### src/rtl/umem_pkg.sv
// Shared types and constants for the unified memory arbiter.
//   state_e    : arbiter FSM states (IDLE/ISSUE/WAIT/RESP)
//   grant_e    : which core port owns the current memory transaction
//   FUNC3_WORD : access size/sign used for instruction fetches (LW)
package umem_pkg;

  typedef enum logic [1:0] {
    IDLE  = 2'd0,
    ISSUE = 2'd1,
    WAIT  = 2'd2,
    RESP  = 2'd3
  } state_e;

  typedef enum logic {
    GRANT_DATA  = 1'b0,
    GRANT_FETCH = 1'b1
  } grant_e;

  localparam logic [2:0] FUNC3_WORD = 3'b010;

endpackage

### src/rtl/umem_wait_counter.sv
// Wait-state counter for the unified memory arbiter.
// Counts the extra cycles a memory read needs beyond the issue cycle.
//   clk_i   : clock, rising edge
//   rst_ni  : asynchronous active-low reset
//   load_i  : start a new count at 1 (issue cycle)
//   inc_i   : advance the count by one
//   clear_i : return to 0 (highest priority)
//   tc_o    : count has reached MEM_LATENCY-1
module umem_wait_counter #(
  parameter int MEM_LATENCY = 1
) (
  input  logic clk_i,
  input  logic rst_ni,
  input  logic load_i,
  input  logic inc_i,
  input  logic clear_i,
  output logic tc_o
);

  localparam int CW = $clog2(MEM_LATENCY + 1);

  logic [CW-1:0] cnt_q;

  always_ff @(posedge clk_i or negedge rst_ni) begin
    if (!rst_ni) begin
      cnt_q <= '0;
    end else if (clear_i) begin
      cnt_q <= '0;
    end else if (load_i) begin
      cnt_q <= CW'(1);
    end else if (inc_i) begin
      cnt_q <= cnt_q + CW'(1);
    end
  end

  assign tc_o = (cnt_q == CW'(MEM_LATENCY - 1));

endmodule

### src/rtl/unified_mem_arbiter.sv
// Unified memory arbiter: shares one single-port synchronous memory between
// the instruction-fetch port and the load/store port of the RV32 core.
// Optional feature macro: FAIR_ARB_EN (alternating grant when both ports
// request in the same IDLE cycle; otherwise data always wins).
//
// Ports
//   clk, rst (async, active-low)
//   Fetch : if_req, if_addr, if_flush -> if_done, if_rdata
//   Data  : d_req, d_we, d_func3, d_addr, d_wdata -> d_done, d_rdata
//   Status: busy (FSM not in IDLE)
//   Memory: mem_en, mem_we, mem_func3, mem_addr, mem_wdata <- mem_rdata
//
// Every transaction is IDLE -> ISSUE -> WAIT x (MEM_LATENCY-1) -> RESP -> IDLE,
// with the done pulse in the IDLE cycle after RESP; that IDLE cycle also
// samples the next request, giving one access every MEM_LATENCY+2 cycles.
module unified_mem_arbiter
  import umem_pkg::*;
#(
  parameter int ADDR_W      = 32,
  parameter int DATA_W      = 32,
  parameter int MEM_LATENCY = 1
) (
  input  logic              clk,
  input  logic              rst,
  input  logic              if_req,
  input  logic [ADDR_W-1:0] if_addr,
  input  logic              if_flush,
  output logic              if_done,
  output logic [DATA_W-1:0] if_rdata,
  input  logic              d_req,
  input  logic              d_we,
  input  logic [2:0]        d_func3,
  input  logic [ADDR_W-1:0] d_addr,
  input  logic [DATA_W-1:0] d_wdata,
  output logic              d_done,
  output logic [DATA_W-1:0] d_rdata,
  output logic              busy,
  output logic              mem_en,
  output logic              mem_we,
  output logic [2:0]        mem_func3,
  output logic [ADDR_W-1:0] mem_addr,
  output logic [DATA_W-1:0] mem_wdata,
  input  logic [DATA_W-1:0] mem_rdata
);

  state_e              state_q;
  grant_e              grant_q;
  logic                cancel_q;
  logic                we_q;
  logic [2:0]          func3_q;
  logic [ADDR_W-1:0]   addr_q;
  logic [DATA_W-1:0]   wdata_q;
  logic                if_done_q;
  logic                d_done_q;
  logic [DATA_W-1:0]   if_rdata_q;
  logic [DATA_W-1:0]   d_rdata_q;
  logic                mem_en_q;
  logic                mem_we_q;
`ifdef FAIR_ARB_EN
  grant_e              last_grant_q;
`endif

  logic fetch_ok;
  logic pick_fetch;
  logic pick_data;

  // A flush in IDLE only masks the fetch request for that cycle.
  always_comb begin
    fetch_ok   = if_req && !if_flush;
`ifdef FAIR_ARB_EN
    pick_fetch = fetch_ok && (!d_req || (last_grant_q == GRANT_DATA));
`else
    pick_fetch = fetch_ok && !d_req;
`endif
    pick_data  = d_req && !pick_fetch;
  end

  logic cnt_load;
  logic cnt_inc;
  logic cnt_clear;
  logic cnt_tc;

  assign cnt_load  = (state_q == ISSUE) && (MEM_LATENCY > 1);
  assign cnt_inc   = (state_q == WAIT) && !cnt_tc;
  assign cnt_clear = (state_q == WAIT) && cnt_tc;

  umem_wait_counter #(
    .MEM_LATENCY (MEM_LATENCY)
  ) u_wait_cnt (
    .clk_i   (clk),
    .rst_ni  (rst),
    .load_i  (cnt_load),
    .inc_i   (cnt_inc),
    .clear_i (cnt_clear),
    .tc_o    (cnt_tc)
  );

  always_ff @(posedge clk or negedge rst) begin
    if (!rst) begin
      state_q      <= IDLE;
      grant_q      <= GRANT_DATA;
      cancel_q     <= 1'b0;
      we_q         <= 1'b0;
      func3_q      <= '0;
      addr_q       <= '0;
      wdata_q      <= '0;
      if_done_q    <= 1'b0;
      d_done_q     <= 1'b0;
      if_rdata_q   <= '0;
      d_rdata_q    <= '0;
      mem_en_q     <= 1'b0;
      mem_we_q     <= 1'b0;
`ifdef FAIR_ARB_EN
      last_grant_q <= GRANT_DATA;
`endif
    end else begin
      if_done_q <= 1'b0;
      d_done_q  <= 1'b0;
      mem_en_q  <= 1'b0;
      mem_we_q  <= 1'b0;

      // Cancel is sticky for the rest of a fetch; the RESP branch below
      // clears it and, being later, takes precedence.
      if (if_flush && (grant_q == GRANT_FETCH) && (state_q != IDLE)) begin
        cancel_q <= 1'b1;
      end

      case (state_q)
        IDLE: begin
          if (pick_data) begin
            addr_q   <= d_addr;
            we_q     <= d_we;
            func3_q  <= d_func3;
            wdata_q  <= d_wdata;
            grant_q  <= GRANT_DATA;
            mem_en_q <= 1'b1;
            mem_we_q <= d_we;
            state_q  <= ISSUE;
`ifdef FAIR_ARB_EN
            last_grant_q <= GRANT_DATA;
`endif
          end else if (pick_fetch) begin
            addr_q   <= if_addr;
            we_q     <= 1'b0;
            func3_q  <= FUNC3_WORD;
            wdata_q  <= '0;
            grant_q  <= GRANT_FETCH;
            mem_en_q <= 1'b1;
            state_q  <= ISSUE;
`ifdef FAIR_ARB_EN
            last_grant_q <= GRANT_FETCH;
`endif
          end
        end
        ISSUE: begin
          state_q <= (MEM_LATENCY > 1) ? WAIT : RESP;
        end
        WAIT: begin
          if (cnt_tc) begin
            state_q <= RESP;
          end
        end
        RESP: begin
          state_q  <= IDLE;
          cancel_q <= 1'b0;
          if (grant_q == GRANT_DATA) begin
            d_done_q <= 1'b1;
            if (!we_q) begin
              d_rdata_q <= mem_rdata;
            end
          end else if (!cancel_q && !if_flush) begin
            if_rdata_q <= mem_rdata;
            if_done_q  <= 1'b1;
          end
        end
        default: state_q <= IDLE;
      endcase
    end
  end

  assign if_done   = if_done_q;
  assign if_rdata  = if_rdata_q;
  assign d_done    = d_done_q;
  assign d_rdata   = d_rdata_q;
  assign busy      = (state_q != IDLE);
  assign mem_en    = mem_en_q;
  assign mem_we    = mem_we_q;
  assign mem_func3 = func3_q;
  assign mem_addr  = addr_q;
  assign mem_wdata = wdata_q;

endmodule

### config.mk
export PLATFORM = sky130hd
export DESIGN_NAME = unified_mem_arbiter
export DESIGN_NICKNAME = d
export VERILOG_FILES = /design/src/rtl/umem_pkg.sv /design/src/rtl/umem_wait_counter.sv /design/src/rtl/unified_mem_arbiter.sv
export SDC_FILE = /design/constraint.sdc
export NUM_CORES = 1
export LEC_CHECK = 0
export BUFFER_PORTS_ARGS = -buffer_cell sky130_fd_sc_hd__buf_2
export CAP_MARGIN = 20
export CORE_MARGIN = 1.5
export CORE_UTILIZATION = 40
export CTS_CLUSTER_SIZE = 16
export DETAILED_ROUTE_END_ITERATION = 10
export GPL_TIMING_DRIVEN = 0
export PLACE_DENSITY = 0.78
export SETUP_SLACK_MARGIN = 0.5
export SYNTH_ARGS = -nofsm -noshare
export SYNTH_HDL_FRONTEND = slang
export SYNTH_SLANG_ARGS = --single-unit
### constraint.sdc
create_clock -name clk -period 3 [get_ports clk]
set_clock_uncertainty 0.05 [all_clocks]
set_input_delay 0.6 -clock clk [delete_from_list [all_inputs] [get_ports clk]]
set_output_delay 0.6 -clock clk [all_outputs]
set_load 0.01 [all_outputs]
==> flow_summary.yaml <==
status:
  outcome: "finished clean"
floorplanning:
  start_util_pct: 41.1
  ioPinCount: 273
  chipWidth_um: 122
  die_h_um: 122
  row_count: 43
  coreArea_um2: 13900
  die_area_um2: 15000
power:
  p_total_mw: 8.74
  ir_drop_mv: 0.420
  p_leak_nw: 4.02
  p_per_area_nw_per_um2: 1100
critical_path:
  critical-path-max-stage-delay_ns: 0.40
  crit_chain: "inv_1 -> ha_1 -> inv_1 -> buf_2"
  setup.worst_path.class: "reg2out"
  cp.arrival_ns: 1.52
  crit_path_top_delay_cell: "dfrtp_1"
  critPathCaptureType: "output port"
  start_kind: "register"
  crit_path_frequent_cell: "inv_1"
  cp.required_ns: 2.35
  critPathMaxFanout: 5
timing:
  rsz0062_at_grt: "false"
  finalHoldViolCount: 0
  relSlewSlack_pct: 62.1
  post-route-period-util_pct: 72.2
  tightestPinTransition_ns: 0.568
  final.min_clock_period_ns: 2.17
  fmax_mhz: 461
  hold_slack_ns: 0.0962
  tns_ns: 0
  maxSlewViolCount: 0
  finalSetupViolCount: 0
global_routing:
  antenna_found_initial: 0
  busiest_layer: "met2"
  gr-total-overflow: 0
  grt_first_pass_wirelength_um: 21000
  grt_max_degree: 83
  use_met2_pct: 32.5
  grt_pass1_vias: 4240
  use_met1_pct: 21.1
  use_met3_pct: 4.93
  track_usage_pct: 18.5
clock_network:
  clkSinkCount: 141
  cts_tree: "done"
  clk-insertion-delay-late_ns: 0.41
  postCtsHoldBufs: 0
  cts_setup_buffers: 0
  cts_buffers: 17
  clockRootBuffer: "clkbuf_16"
  clock_path_buffers: 2
  h-tree-depth: 4
  cts_resized: 0
  clkTransAtPathRegs_ns: 0.06
routing:
  wl_um: 13700
  viasPerCell: 4.84
  drt_iter0_drc: 187
  wire_per_inst_um: 16.4
  drtAntennaViolNets: 0
  vias: 4038
  drt_pass1_iterations: 4
  remaining_drc_errors: 0
logic_synthesis:
  syn_area_per_cell_um2: 16.3
  synth_cell_types: 25
  yosysTopAreaCell: "dfrtp_1"
  seq_area_frac_synth_pct: 61.8
  synth_seq_cells: 141
  synthesis.nets: 492
  synth_area_um2: 5710
  synth_top_area_share_pct: 61.8
  ys_warn_count: 0
  synth_area_leaders: "dfrtp_1 (62%), mux2_2 (19%), mux2_4 (7.1%)"
  synth_cells: 351
final_layout:
  num-nets-final: 783
  n_antenna_cell: 0
  final_area_um2: 7950
  syn_to_final_growth_pct: 39.3
  nFillCells: 1116
  drive_above_1_share_pct: 68.7
  instances_no_fill: 835
hold_path:
  hp-class: "in2async"
run:
  max_cap_violations: 0
placed_design:
  dp.cells: 803
  dp_hpwl_um: 10400
  gp_congestion: 0.747
  numPortBuffers: 271
  dpl_cell_area_um2: 7320
[worst max-delay path: cells and delay by family, from the launching register on]
family	cells	cell delay, ns
flip-flops	1	0.40
buffers and inverters	3	0.39
adder cells (fa/ha/maj)	1	0.31
[layout make-up]
| class | count | area [um2] | share of cell area [%] |
|---|---|---|---|
| inverters | 4 | 15.0 | 0.189 |
| multi-input cells | 184 | 2030 | 25.5 |
| clock buffers | 19 | 443 | 5.57 |
| flip-flops and latches | 141 | 3530 | 44.4 |
| well taps | 180 | 225 | 2.83 |
| repair buffers | 272 | 1390 | 17.5 |
| plain buffers | 22 | 138 | 1.73 |
| clock inverters | 13 | 186 | 2.34 |
[flip-flops by register name, summed over array words and instances, names as in the netlist]
register / flops
if_done: 1
d_done: 1
mem_func3: 3
we_q: 1
mem_en: 1
mem_we: 1
state_q: 2
mem_addr: 32
if_rdata: 32
u_wait_cnt.cnt_q: 1
grant_q: 1
cancel_q: 1
mem_wdata: 32
d_rdata: 32
[cells in the final DEF (no fill, tap or decap)]
master / instances
mux2_2: 96
and4bb_2: 1
o31ai_1: 1
o22a_1: 1
a21o_1: 1
nor2_1: 1
ha_1: 4
buf_2: 284
nand2_1: 2
nor2b_1: 4
clkbuf_16: 17
clkinv_4: 1
o21ai_4: 1
buf_4: 4
buf_16: 1
o21a_1: 1
clkinv_2: 2
mux2_1: 6
inv_1: 3
and3_1: 1
buf_6: 4
a31oi_1: 1
clkbuf_1: 2
bufinv_16: 4
dfrtp_1: 141
clkinvlp_4: 4
a22o_1: 34
inv_2: 1
and2_1: 1
clkbuf_8: 1
inv_6: 2
mux2_4: 27
mux2i_1: 1
[logic make-up after synthesis]
| group | Yosys count | synth area share (%) |
|---|---|---|
| fa+ha+maj | 4 | 0.877 |
| buf+inv | 26 | 2.67 |
| simple gates | 10 | 1.07 |
| mux | 130 | 27.4 |
| compound gates | 40 | 6.16 |
| flops | 141 | 61.8 |
[power breakdown]
part           switching, mW  internal (mW)
Combinational           1.46           1.76
Sequential             0.493           2.83
Clock                  0.789           1.42
[path summary, 6_finish.rpt]
kind	slack [ns]	depth (start not counted)	from	end
max	0.83	4	state_q[0]	busy
min in group clk	0.35	2	d_wdata[2]	mem_wdata[2]
min	0.1	1	rst	d_rdata[16]
max reg2reg	1.09	6	state_q[1]	d_rdata[29]
min reg2reg	0.43	1	d_rdata[19]	d_rdata[19]
max in group asynchronous	2.03	2	rst	state_q[0]
[routing by layer]
layer	vias up	share of wire, %
met5	-	0
met1	1968	39
met2	186	52
met4	0	2.2
li1	1857	-
met3	27	7.1
[Yosys cell counts (all sizes together)]
library cell	n
mux2	129
o21a	1
a22o	34
a31oi	1
nor2	1
o22a	1
and2	1
a21o	1
nand2	2
o31ai	1
clkbuf	1
o21ai	1
nor2b	4
dfrtp	141
and4bb	1
mux2i	1
and3	1
inv	4
buf	21
ha	4
[through the flow]
step | util, % | worst slack (ns)
final | 57.3 | 0.833
after global routing | 57.3 | 0.729
after CTS | 57.3 | 0.803
after detailed placement | 52.8 | 0.898
after global placement | 52.5 | -0.476
after floorplan | - | 1.27
(Power assumes the default switching activity.)
